### src/rtl/pc_ctrl_pkg.sv
// Shared opcodes, condition codes, FSM states and flag positions for the
// PC / fetch controller.
package pc_ctrl_pkg;

    localparam logic [3:0] OP_B   = 4'hC;
    localparam logic [3:0] OP_BR  = 4'hD;
    localparam logic [3:0] OP_HLT = 4'hF;

    localparam int FLAG_Z = 0;
    localparam int FLAG_N = 1;
    localparam int FLAG_V = 2;

    typedef enum logic [2:0] {
        NEQ    = 3'b000,
        EQ     = 3'b001,
        GT     = 3'b010,
        LT     = 3'b011,
        GTE    = 3'b100,
        LTE    = 3'b101,
        OVF    = 3'b110,
        UNCOND = 3'b111
    } cond_e;

    typedef enum logic {
        RUN    = 1'b0,
        HALTED = 1'b1
    } state_e;

    function automatic logic is_branch_op(input logic [3:0] op);
        return (op == OP_B) || (op == OP_BR);
    endfunction

endpackage

### src/rtl/branch_cond_eval.sv
// Combinational evaluation of a 3-bit branch condition against {V,N,Z}.
module branch_cond_eval
    import pc_ctrl_pkg::*;
(
    input  logic [2:0] cond,
    input  logic [2:0] flags,
    output logic       pass
);

    logic z_s;
    logic n_s;
    logic v_s;

    assign z_s = flags[FLAG_Z];
    assign n_s = flags[FLAG_N];
    assign v_s = flags[FLAG_V];

    // Condition code decode
    always_comb begin
        pass = 1'b0;
        case (cond_e'(cond))
            NEQ:     pass = ~z_s;
            EQ:      pass = z_s;
            GT:      pass = ~z_s & ~n_s;
            LT:      pass = n_s;
            GTE:     pass = z_s | ~n_s;
            LTE:     pass = z_s | n_s;
            OVF:     pass = v_s;
            UNCOND:  pass = 1'b1;
            default: pass = 1'b0;
        endcase
    end

endmodule

### src/rtl/pc_fetch_ctrl.sv
// Architectural PC register with B/BR branch resolution, one-cycle flush on
// redirect, sticky HALT and saturating branch performance counters.
module pc_fetch_ctrl
    import pc_ctrl_pkg::*;
#(
    parameter int ADDR_W     = 16,
    parameter int INSTR_W    = 16,
    parameter int OFF_W      = 9,
    parameter int SIGNED_OFF = 1,
    parameter int RESET_PC   = 0,
    parameter int CNT_W      = 16
) (
    input  logic               clk,
    input  logic               rst_n,
    input  logic               stall,
    input  logic               dec_valid,
    input  logic [INSTR_W-1:0] dec_instr,
    input  logic [ADDR_W-1:0]  dec_pc,
    input  logic [2:0]         flags,
    input  logic [ADDR_W-1:0]  rs_data,
    output logic [ADDR_W-1:0]  pc,
    output logic               flush,
    output logic               halted,
    output logic [CNT_W-1:0]   br_cnt,
    output logic [CNT_W-1:0]   taken_cnt
);

    localparam logic [ADDR_W-1:0] PC_STEP  = ADDR_W'(32'd2);
    localparam logic [ADDR_W-1:0] PC_RESET = ADDR_W'(RESET_PC);
    localparam logic [ADDR_W-1:0] BR_MASK  = ~ADDR_W'(32'd1);
    localparam logic [CNT_W-1:0]  CNT_ONE  = CNT_W'(32'd1);

    state_e             state_q, state_d;
    logic [ADDR_W-1:0]  pc_q, pc_d;
    logic [CNT_W-1:0]   br_cnt_q, br_cnt_d;
    logic [CNT_W-1:0]   taken_cnt_q, taken_cnt_d;
    logic               flush_s;

    logic [3:0]         opcode_s;
    logic [2:0]         cond_s;
    logic [OFF_W-1:0]   imm_s;
    logic [ADDR_W-1:0]  off_ext_s;
    logic [ADDR_W-1:0]  b_target_s;
    logic [ADDR_W-1:0]  br_target_s;
    logic [ADDR_W-1:0]  target_s;
    logic               cond_pass_s;
    logic               is_ctrl_s;
    logic               is_hlt_s;
    logic               taken_s;

    assign opcode_s = dec_instr[INSTR_W-1 -: 4];
    assign cond_s   = dec_instr[11:9];
    assign imm_s    = dec_instr[OFF_W-1:0];

    branch_cond_eval u_cond (
        .cond  (cond_s),
        .flags (flags),
        .pass  (cond_pass_s)
    );

    // Offset extension selected by the SIGNED_OFF parameter
    always_comb begin
        if (SIGNED_OFF != 0) begin
            off_ext_s = ADDR_W'($signed(imm_s));
        end else begin
            off_ext_s = ADDR_W'(imm_s);
        end
    end

    assign b_target_s  = dec_pc + PC_STEP + (off_ext_s << 1);
    assign br_target_s = rs_data & BR_MASK;
    assign target_s    = (opcode_s == OP_BR) ? br_target_s : b_target_s;
    assign is_ctrl_s   = dec_valid & is_branch_op(opcode_s);
    assign is_hlt_s    = dec_valid & (opcode_s == OP_HLT);
    assign taken_s     = is_ctrl_s & cond_pass_s;

    // Next-state, next-PC, counter and flush logic
    always_comb begin
        state_d     = state_q;
        pc_d        = pc_q;
        br_cnt_d    = br_cnt_q;
        taken_cnt_d = taken_cnt_q;
        flush_s     = 1'b0;
        case (state_q)
            RUN: begin
                if (!stall) begin
                    // HLT outranks any branch: it parks pc on its own address
                    if (is_hlt_s) begin
                        pc_d    = dec_pc;
                        flush_s = 1'b1;
                        state_d = HALTED;
                    end else if (taken_s) begin
                        pc_d    = target_s;
                        flush_s = 1'b1;
                    end else begin
                        pc_d = pc_q + PC_STEP;
                    end
                    if (is_ctrl_s && (br_cnt_q != '1)) begin
                        br_cnt_d = br_cnt_q + CNT_ONE;
                    end else begin
                        br_cnt_d = br_cnt_q;
                    end
                    if (taken_s && (taken_cnt_q != '1)) begin
                        taken_cnt_d = taken_cnt_q + CNT_ONE;
                    end else begin
                        taken_cnt_d = taken_cnt_q;
                    end
                end else begin
                    state_d = state_q;
                end
            end
            HALTED: begin
                state_d = HALTED;
            end
            default: begin
                state_d = HALTED;
            end
        endcase
    end

    // State, PC and counter registers
    always_ff @(posedge clk or negedge rst_n) begin
        if (!rst_n) begin
            state_q     <= RUN;
            pc_q        <= PC_RESET;
            br_cnt_q    <= '0;
            taken_cnt_q <= '0;
        end else begin
            state_q     <= state_d;
            pc_q        <= pc_d;
            br_cnt_q    <= br_cnt_d;
            taken_cnt_q <= taken_cnt_d;
        end
    end

    assign pc        = pc_q;
    assign flush     = flush_s & rst_n;
    assign halted    = (state_q == HALTED);
    assign br_cnt    = br_cnt_q;
    assign taken_cnt = taken_cnt_q;

endmodule

### config.mk
export PLATFORM = sky130hd
export DESIGN_NAME = pc_fetch_ctrl
export DESIGN_NICKNAME = d
export VERILOG_FILES = /design/src/rtl/pc_ctrl_pkg.sv /design/src/rtl/branch_cond_eval.sv /design/src/rtl/pc_fetch_ctrl.sv
export SDC_FILE = /design/constraint.sdc
export NUM_CORES = 1
export LEC_CHECK = 0
export ABC_AREA = 1
export CAP_MARGIN = 15
export CORE_UTILIZATION = 45
export DETAILED_ROUTE_END_ITERATION = 10
export PLACE_DENSITY_LB_ADDON = 0.3
export SYNTH_ARGS = -nofsm -noshare
export SYNTH_HDL_FRONTEND = slang
export SYNTH_SLANG_ARGS = --single-unit
### constraint.sdc
create_clock -name clk -period 1.51 [get_ports clk]
set_input_delay 0.2265 -clock clk [delete_from_list [all_inputs] [get_ports clk]]
set_output_delay 0.2265 -clock clk [all_outputs]
set_load 0.01 [all_outputs]
==> reports/qor.csv, run 1 <==
stage,metric,value,unit
placed_design,gpl congestion,0.8881,
worst_setup_path,crit-path cells,buf_6 -> ha_4 -> ha_4 -> fa_2 -> buf_4 -> buf_6 -> nand3_2 -> nand3_2 -> nand2_1 -> nand3_1 -> a21oi_1 -> nor2_1,
routing,ANT nets after route,0,
synth,synth top area cells,"dfrtp_1, nand2_1, ha_1, inv_1, nor2_1",
synth,area share of the largest cell type after synthesis,0.2876,
cts,CTS sink cnt,49,
worst_setup_path,Crit-path slowest cell,fa_2,
synth,Ys Warns,0,
floorplan,die footprint,9869,um^2
finish,layout cells sized above 1,0.4425,
routing,Detailed Routing Iterations Pass 1,5,
synth,Mapped Area,4264,um^2
synth,Synth Area in Adders,0.09272,
worst_setup_path,R2R depth,9,
routing,DR vias,5281,
sta,final setup fails,36,
status,status,"complete, but fails checks",
floorplan,Rows,35,
min_path,worst hold path type,input pin to asynchronous set/reset pin,
floorplan,Starting Density,0.4637,
synth,Post-synth EDFFs,0,
synth,post-synthesis sequential area ratio,0.2876,
synth,commonest cells in the netlist,"nand2_1, inv_1, nor2_1, dfrtp_1, nand3_1",
finish,fill count,533,
routing,final WL,16.19,mm
worst_setup_path,Critical Path Sink Type,flip-flop,
sta,Tcrit/Tclk final,1.105,
finish,ant diodes,0,
sta,max_slew headroom,0.5797,
sta,"Slew Viols, Final",0,
cts,worst-case clock buffer depth,2,
worst_setup_path,CP max stage delay,0.39,ns
global_routing,largest net degree at the start of global routing,50,
synth,simple-gate area share of the yosys netlist,0.3771,
global_routing,number of global-route vias before repair,4993,
synth,main combinational cell family by area after synthesis,simple AND/OR/NAND/NOR gates,
placed_design,Post-DP HPWL,10.04,mm
worst_setup_path,WS Path Type,input pin to flip-flop,
sta,Final WS setup,-0.1579,ns
sta,setup_tns,-2.284,ns
finish,Final nets,955,
global_routing,grt ovf,0,
cts,clk_lat worst skew,0.31,ns
sta,clock skew,0.01184,ns
synth,ys flop type,dfrtp_1,
power_and_ir_drop,Leak,4.102,nW
status,failing checks,setup timing,
synth,Yosys reg bits,49,
job,maxcap violations,0,
placed_design,number of port buffers,103,
worst_setup_path,CP Launch Type,input pin,
power_and_ir_drop,worst vdd ir,0.5627,mV
finish,FF+latch area,1232,um^2
worst_setup_path,reg2reg setup slack,-0.13,ns
global_routing,GR Util All Layers,0.2810,
worst_setup_path,"CP delay by family, top",adder cells,
floorplan,core area,9196,um^2
routing,WL/cell,16.50,um
cts,CTS root buf,clkbuf_8,
sta,RSZ-0062 raised after global routing,yes,
finish,area of the multi-input gates,3660,um^2
placed_design,Setup WS pre-CTS,-0.8213,ns
sta,Worst Tran Pin Value,0.6304,ns
cts,Inserted Clock Buffers,5,
worst_setup_path,r2r startpoint,taken_cnt[6],
routing,Initial DRC Count,277,
floorplan,DIE HEIGHT,99.35,um
cts,clock-pin slew on the worst setup and hold paths,0.10,ns
synth,multiplexer share of the synthesized area,0.007336,
routing,Vias per Instance,5.383,
synth,Synth Area in XOR/XNOR,0.07805,
global_routing,initial antenna violation count,0,
synth,most frequent cell after synthesis,nand2_1,
synth,Synth Instances,624,
synth,Synth async-reset ratio,1.000,
worst_setup_path,critical-path maximum fanout,3,
floorplan,# IOs,105,
synth,Yosys top cell by area,dfrtp_1,
synth,synthesized area per cell,6.833,um^2
power_and_ir_drop,power per cell area,812.0,nW/um^2
finish,"Area growth, synth to finish",77.96,%
power_and_ir_drop,total design power,6.162,mW
worst_setup_path,crit path from,dec_pc[2],
sta,Fin. Hold Viols,0,
floorplan,Die Width,99.35,um
cts,H-Tree Depth,2,
synth,Post-Syn Nets,710,
cts,CTS tree,built,
sta,Hold WS,0.07045,ns
sta,crit path time final,1.668,ns
worst_setup_path,WP data required,1.71,ns
global_routing,first-pass GRT wire length,22.56,mm
synth,count of cell types in the netlist,40,
worst_setup_path,RR Endpoint,taken_cnt[9],
sta,Achievable Freq,599.5,MHz
worst_setup_path,CP arrival,1.86,ns
routing,DR DRC count,0,
synth,Synth Area in Compound Gates,0.07042,
worst_setup_path,CP Buf/Inv Count,3,
-- flip-flops by register name (all words and copies together), names as in the netlist --
signal     count
br_cnt        16
taken_cnt     16
pc            16
halted         1
-- placed cells by master (no fill, tap or decap), drive strengths merged, types with 15 or more instances in the layout --
cell type	instances
a21oi	15
buf	167
clkdlybuf4s50	26
dfrtp	49
dlygate4sd2	39
ha	30
inv	84
nand2	199
nand3	44
nand4	16
nor2	72
nor3	17
o21ai	29
xor2	25
-- cell type report --
type	count	area share
inverters	84	0.04287
flip-flops and latches	49	0.1624
well taps	111	0.01830
clock buffers	7	0.01006
multi-input cells	481	0.4823
repair buffers	248	0.2831
clock inverters	1	0.0009893
-- layer usage --
metal,share of wire,vias to the layer above,track usage
met5,0,-,0
met4,0.037,0,0.1018
met3,0.053,64,0.02741
met2,0.52,235,0.5230
met1,0.39,2496,0.3344
li1,-,2486,-
-- where the power goes --
| group | total [mW] | internal [mW] | leakage, nW | switching, mW |
|---|---|---|---|---|
| sequential | 1.85 | 1.58 | 0.627 | 0.273 |
| clock | 0.792 | 0.329 | 0.0385 | 0.463 |
| combinational | 3.52 | 1.71 | 3.44 | 1.81 |
-- through the flow --
stage	instances	utilization	instance area [um^2]
after global routing	981	0.8252	7589
after floorplan	624	-	4667
final	981	0.8252	7589
after CTS	959	0.7585	6975
after detailed placement	920	0.7061	6494
after global placement	920	0.7061	6494
-- cell families (layout without fill, tap and decap cells) --
family          count (synthesis)  in the layout
simple gates                  354            354
buf+inv                        94            340
compound gates                 55             55
flops                          49             49
xor+xnor                       38             38
fa+ha+maj                      31             31
mux                             3              3
-- timing repair --
item	in CTS	in global routing
pin swaps	79	113
hold buffers	0	0
setup endpoints to repair	83	55
buffers inserted	32	23
resized for setup	205	167
gates cloned	1	0
-- worst max path at each step --
stage	slack [ns]	cells after the start	endpoint
after floorplan	-0.20	11	pc[10]
after global placement	-0.78	12	pc[10]
after detailed placement	-0.82	12	pc[10]
after CTS	-0.11	9	br_cnt[11]
after global routing	-0.22	9	taken_cnt[9]
final	-0.16	12	pc[12]
Power figures use the tool's default switching activity.
==> inputs of run 2 (changes only) <==
--- a/config.mk
+++ b/config.mk
@@ -6,7 +6,7 @@
 export NUM_CORES = 1
 export LEC_CHECK = 0
 export ABC_AREA = 1
-export CAP_MARGIN = 15
+export CAP_MARGIN = 40
 export CORE_UTILIZATION = 45
 export DETAILED_ROUTE_END_ITERATION = 10
 export PLACE_DENSITY_LB_ADDON = 0.3
==> constraint.sdc (replaced) <==
create_clock -name clk -period 1.51 [get_ports clk]
set_input_delay 0.151 -clock clk [delete_from_list [all_inputs] [get_ports clk]]
set_output_delay 0.151 -clock clk [all_outputs]
set_load 0.01 [all_outputs]
==> reports/qor.csv, run 2 (synthesized netlist as in run 1, its figures left out) <==
stage,metric,value,unit,change
status,status,"complete, but fails checks",,unchanged
worst_setup_path,WP data required,1.71,ns,about the same
worst_setup_path,CP Launch Type,input pin,,unchanged
floorplan,core area,9196,um^2,unchanged
routing,DR vias,5365,,"was 5,281"
sta,"Slew Viols, Final",0,,unchanged
finish,fill count,543,,was 533
worst_setup_path,critical-path maximum fanout,4,,was 3
sta,Tcrit/Tclk final,1.103,,was 1.105
cts,CTS sink cnt,49,,unchanged
finish,Final nets,952,,was 955
worst_setup_path,CP max stage delay,0.41,ns,was 0.39 ns
global_routing,number of global-route vias before repair,5099,,"was 4,993"
worst_setup_path,CP Buf/Inv Count,1,,was 3
placed_design,Post-DP HPWL,10.17,mm,was 10.04 mm
cts,worst-case clock buffer depth,2,,unchanged
global_routing,GR Util All Layers,0.2835,,was 0.2810
job,maxcap violations,0,,unchanged
finish,Layout Cells excl Fill,978,,was 981
worst_setup_path,Crit-path slowest cell,fa_2,,unchanged
global_routing,largest net degree at the start of global routing,50,,unchanged
power_and_ir_drop,sequential share of power,0.290,,was 0.300
worst_setup_path,WS Path Type,input pin to flip-flop,,unchanged
finish,"commonest non-fill, non-tap cell in the layout",nand2_1,,unchanged
power_and_ir_drop,power per cell area,864.7,nW/um^2,was 812.0 nW/um^2
sta,Worst Tran Pin Value,0.6346,ns,was 0.6304 ns
power_and_ir_drop,Leak,4.115,nW,was 4.102 nW
finish,most frequent cells in the layout,"nand2_1, buf_4, inv_1",,unchanged
sta,Hold WS,-0.02227,ns,was 0.07045 ns
power_and_ir_drop,Pint,3.881,mW,was 3.614 mW
global_routing,grt ovf,0,,unchanged
placed_design,gpl congestion,0.8680,,was 0.8881
worst_setup_path,CP arrival,1.87,ns,was 1.86 ns
floorplan,Die Width,99.35,um,unchanged
placed_design,Setup WS pre-CTS,-0.7690,ns,was -0.8213 ns
sta,Fin. Hold Viols,26,,was 0
power_and_ir_drop,Clk pwr share,0.152,,was 0.129
worst_setup_path,Critical Path Sink Type,flip-flop,,unchanged
sta,clock skew,0.01528,ns,was 0.01184 ns
placed_design,number of port buffers,103,,unchanged
cts,H-Tree Depth,2,,unchanged
sta,crit path time final,1.665,ns,was 1.668 ns
cts,CTS root buf,clkbuf_8,,unchanged
routing,ANT nets after route,0,,unchanged
status,failing checks,"hold timing, setup timing",,was setup timing
finish,ant diodes,0,,unchanged
finish,"Area growth, synth to finish",76.03,%,was 77.96%
power_and_ir_drop,total design power,6.490,mW,was 6.162 mW
sta,Achievable Freq,600.5,MHz,was 599.5 MHz
routing,WL/cell,16.91,um,was 16.50 um
placed_design,Placed Cells,919,,was 920
finish,layout cells sized above 1,0.3841,,was 0.4425
sta,final setup fails,37,,was 36
routing,Vias per Instance,5.486,,was 5.383
sta,max_slew headroom,0.5769,,was 0.5797
sta,RSZ-0062 raised after global routing,yes,,unchanged
global_routing,initial antenna violation count,0,,unchanged
cts,clk_lat worst skew,0.32,ns,was 0.31 ns
power_and_ir_drop,P_sw,2.609,mW,was 2.548 mW
power_and_ir_drop,switching fraction of total power,0.4020,,was 0.4135
floorplan,DIE HEIGHT,99.35,um,unchanged
power_and_ir_drop,Comb pwr share,0.558,,was 0.571
routing,DR DRC count,0,,unchanged
floorplan,die footprint,9869,um^2,unchanged
routing,final WL,16.54,mm,was 16.19 mm
floorplan,Starting Density,0.4637,,unchanged
power_and_ir_drop,worst vdd ir,0.5502,mV,was 0.5627 mV
worst_setup_path,"CP delay by family, top",adder cells,,unchanged
routing,Detailed Routing Iterations Pass 1,5,,unchanged
floorplan,# IOs,105,,unchanged
min_path,worst hold path type,input pin to asynchronous set/reset pin,,unchanged
cts,Inserted Clock Buffers,5,,unchanged
worst_setup_path,reg2reg setup slack,-0.15,ns,was -0.13 ns
cts,clock-pin slew on the worst setup and hold paths,0.10,ns,about the same
global_routing,first-pass GRT wire length,22.65,mm,was 22.56 mm
worst_setup_path,crit-path cells,buf_8 -> ha_4 -> ha_4 -> fa_2 -> nand3_4 -> nand2_4 -> nand2_2 -> nand3_1 -> o21ai_1 -> nand2_1 -> o211ai_1 -> nand2_1,,was buf_6 -> ha_4 -> ha_4 -> fa_2 -> buf_4 -> buf_6 -> nand3_2 -> nand3_2 -> nand2_1 -> nand3_1 -> a21oi_1 -> nor2_1
routing,Initial DRC Count,350,,was 277
cts,hold_buf cts,0,,unchanged
sta,Final WS setup,-0.1554,ns,was -0.1579 ns
floorplan,Rows,35,,unchanged
cts,CTS tree,built,,unchanged
## run 2: cell types whose count changed in the layout (fill, tap and decap cells not counted), sizes merged
cell,delta
dlymetal6s2s,+15
bufbuf,-1
clkdlybuf4s15,+2
inv,+1
dlygate4sd2,-22
buf,-12
clkinvlp,-1
clkdlybuf4s50,+15
clkbuf,-1
bufinv,+1
## run 2: power by group through the flow
| stage | registers, mW | logic [mW] | clock network, mW |
|---|---|---|---|
| after floorplan | 2.00 | 1.29 | 0 |
| after global placement | 1.82 | 2.90 | 0 |
| after detailed placement | 1.85 | 2.98 | 0 |
| after CTS | 1.81 | 3.17 | 0.981 |
| after global routing | 1.90 | 3.89 | 1.04 |
| final | 1.89 | 3.62 | 0.985 |
## run 2: layout make-up
cell class              count  area (um^2)  share of cell area
well taps                 111        138.9             0.01850
clock inverters             2        38.79            0.005168
inverters                  84        322.8             0.04301
repair buffers            245         2167              0.2887
clock buffers               6        72.57            0.009668
flip-flops and latches     49         1230              0.1639
multi-input cells         481         3536              0.4711
## run 2: timing repair
item,CTS,global route
setup buffers,26,25
resized for setup,128,149
pin swaps,55,77
setup endpoints to repair,53,63
## run 2: routing by layer
| layer | GRT usage | vias to the layer above | part of all wire |
|---|---|---|---|
| met5 | 0 | - | 0 |
| met4 | 0.1131 | 0 | 0.042 |
| met3 | 0.02389 | 72 | 0.064 |
| met2 | 0.5363 | 293 | 0.52 |
| met1 | 0.3285 | 2516 | 0.38 |
| li1 | - | 2484 | - |
## run 2: metrics by stage
stage	hold WS (ns)	util	area, um^2	setup TNS (ns)
final	-0.02227	0.8162	7506	-2.644
after global routing	0.04582	0.8162	7506	-5.062
after CTS	0.0001542	0.7502	6899	-0.2761
after detailed placement	0.3412	0.7012	6449	-19.12
after global placement	0.3390	0.7012	6449	-16.86
after floorplan	-0.1446	-	4628	-0.4438
## run 2: worst paths after layout
| path | from | cells after the start | endpoint |
|---|---|---|---|
| max in group asynchronous | rst_n | 2 | br_cnt[8] |
| min in group clk | dec_pc[4] | 4 | pc[4] |
| max | dec_pc[2] | 12 | pc[6] |
| min | rst_n | 2 | taken_cnt[3] |
| min reg2reg | pc[0] | 2 | pc[0] |
| max reg2reg | taken_cnt[7] | 9 | taken_cnt[9] |
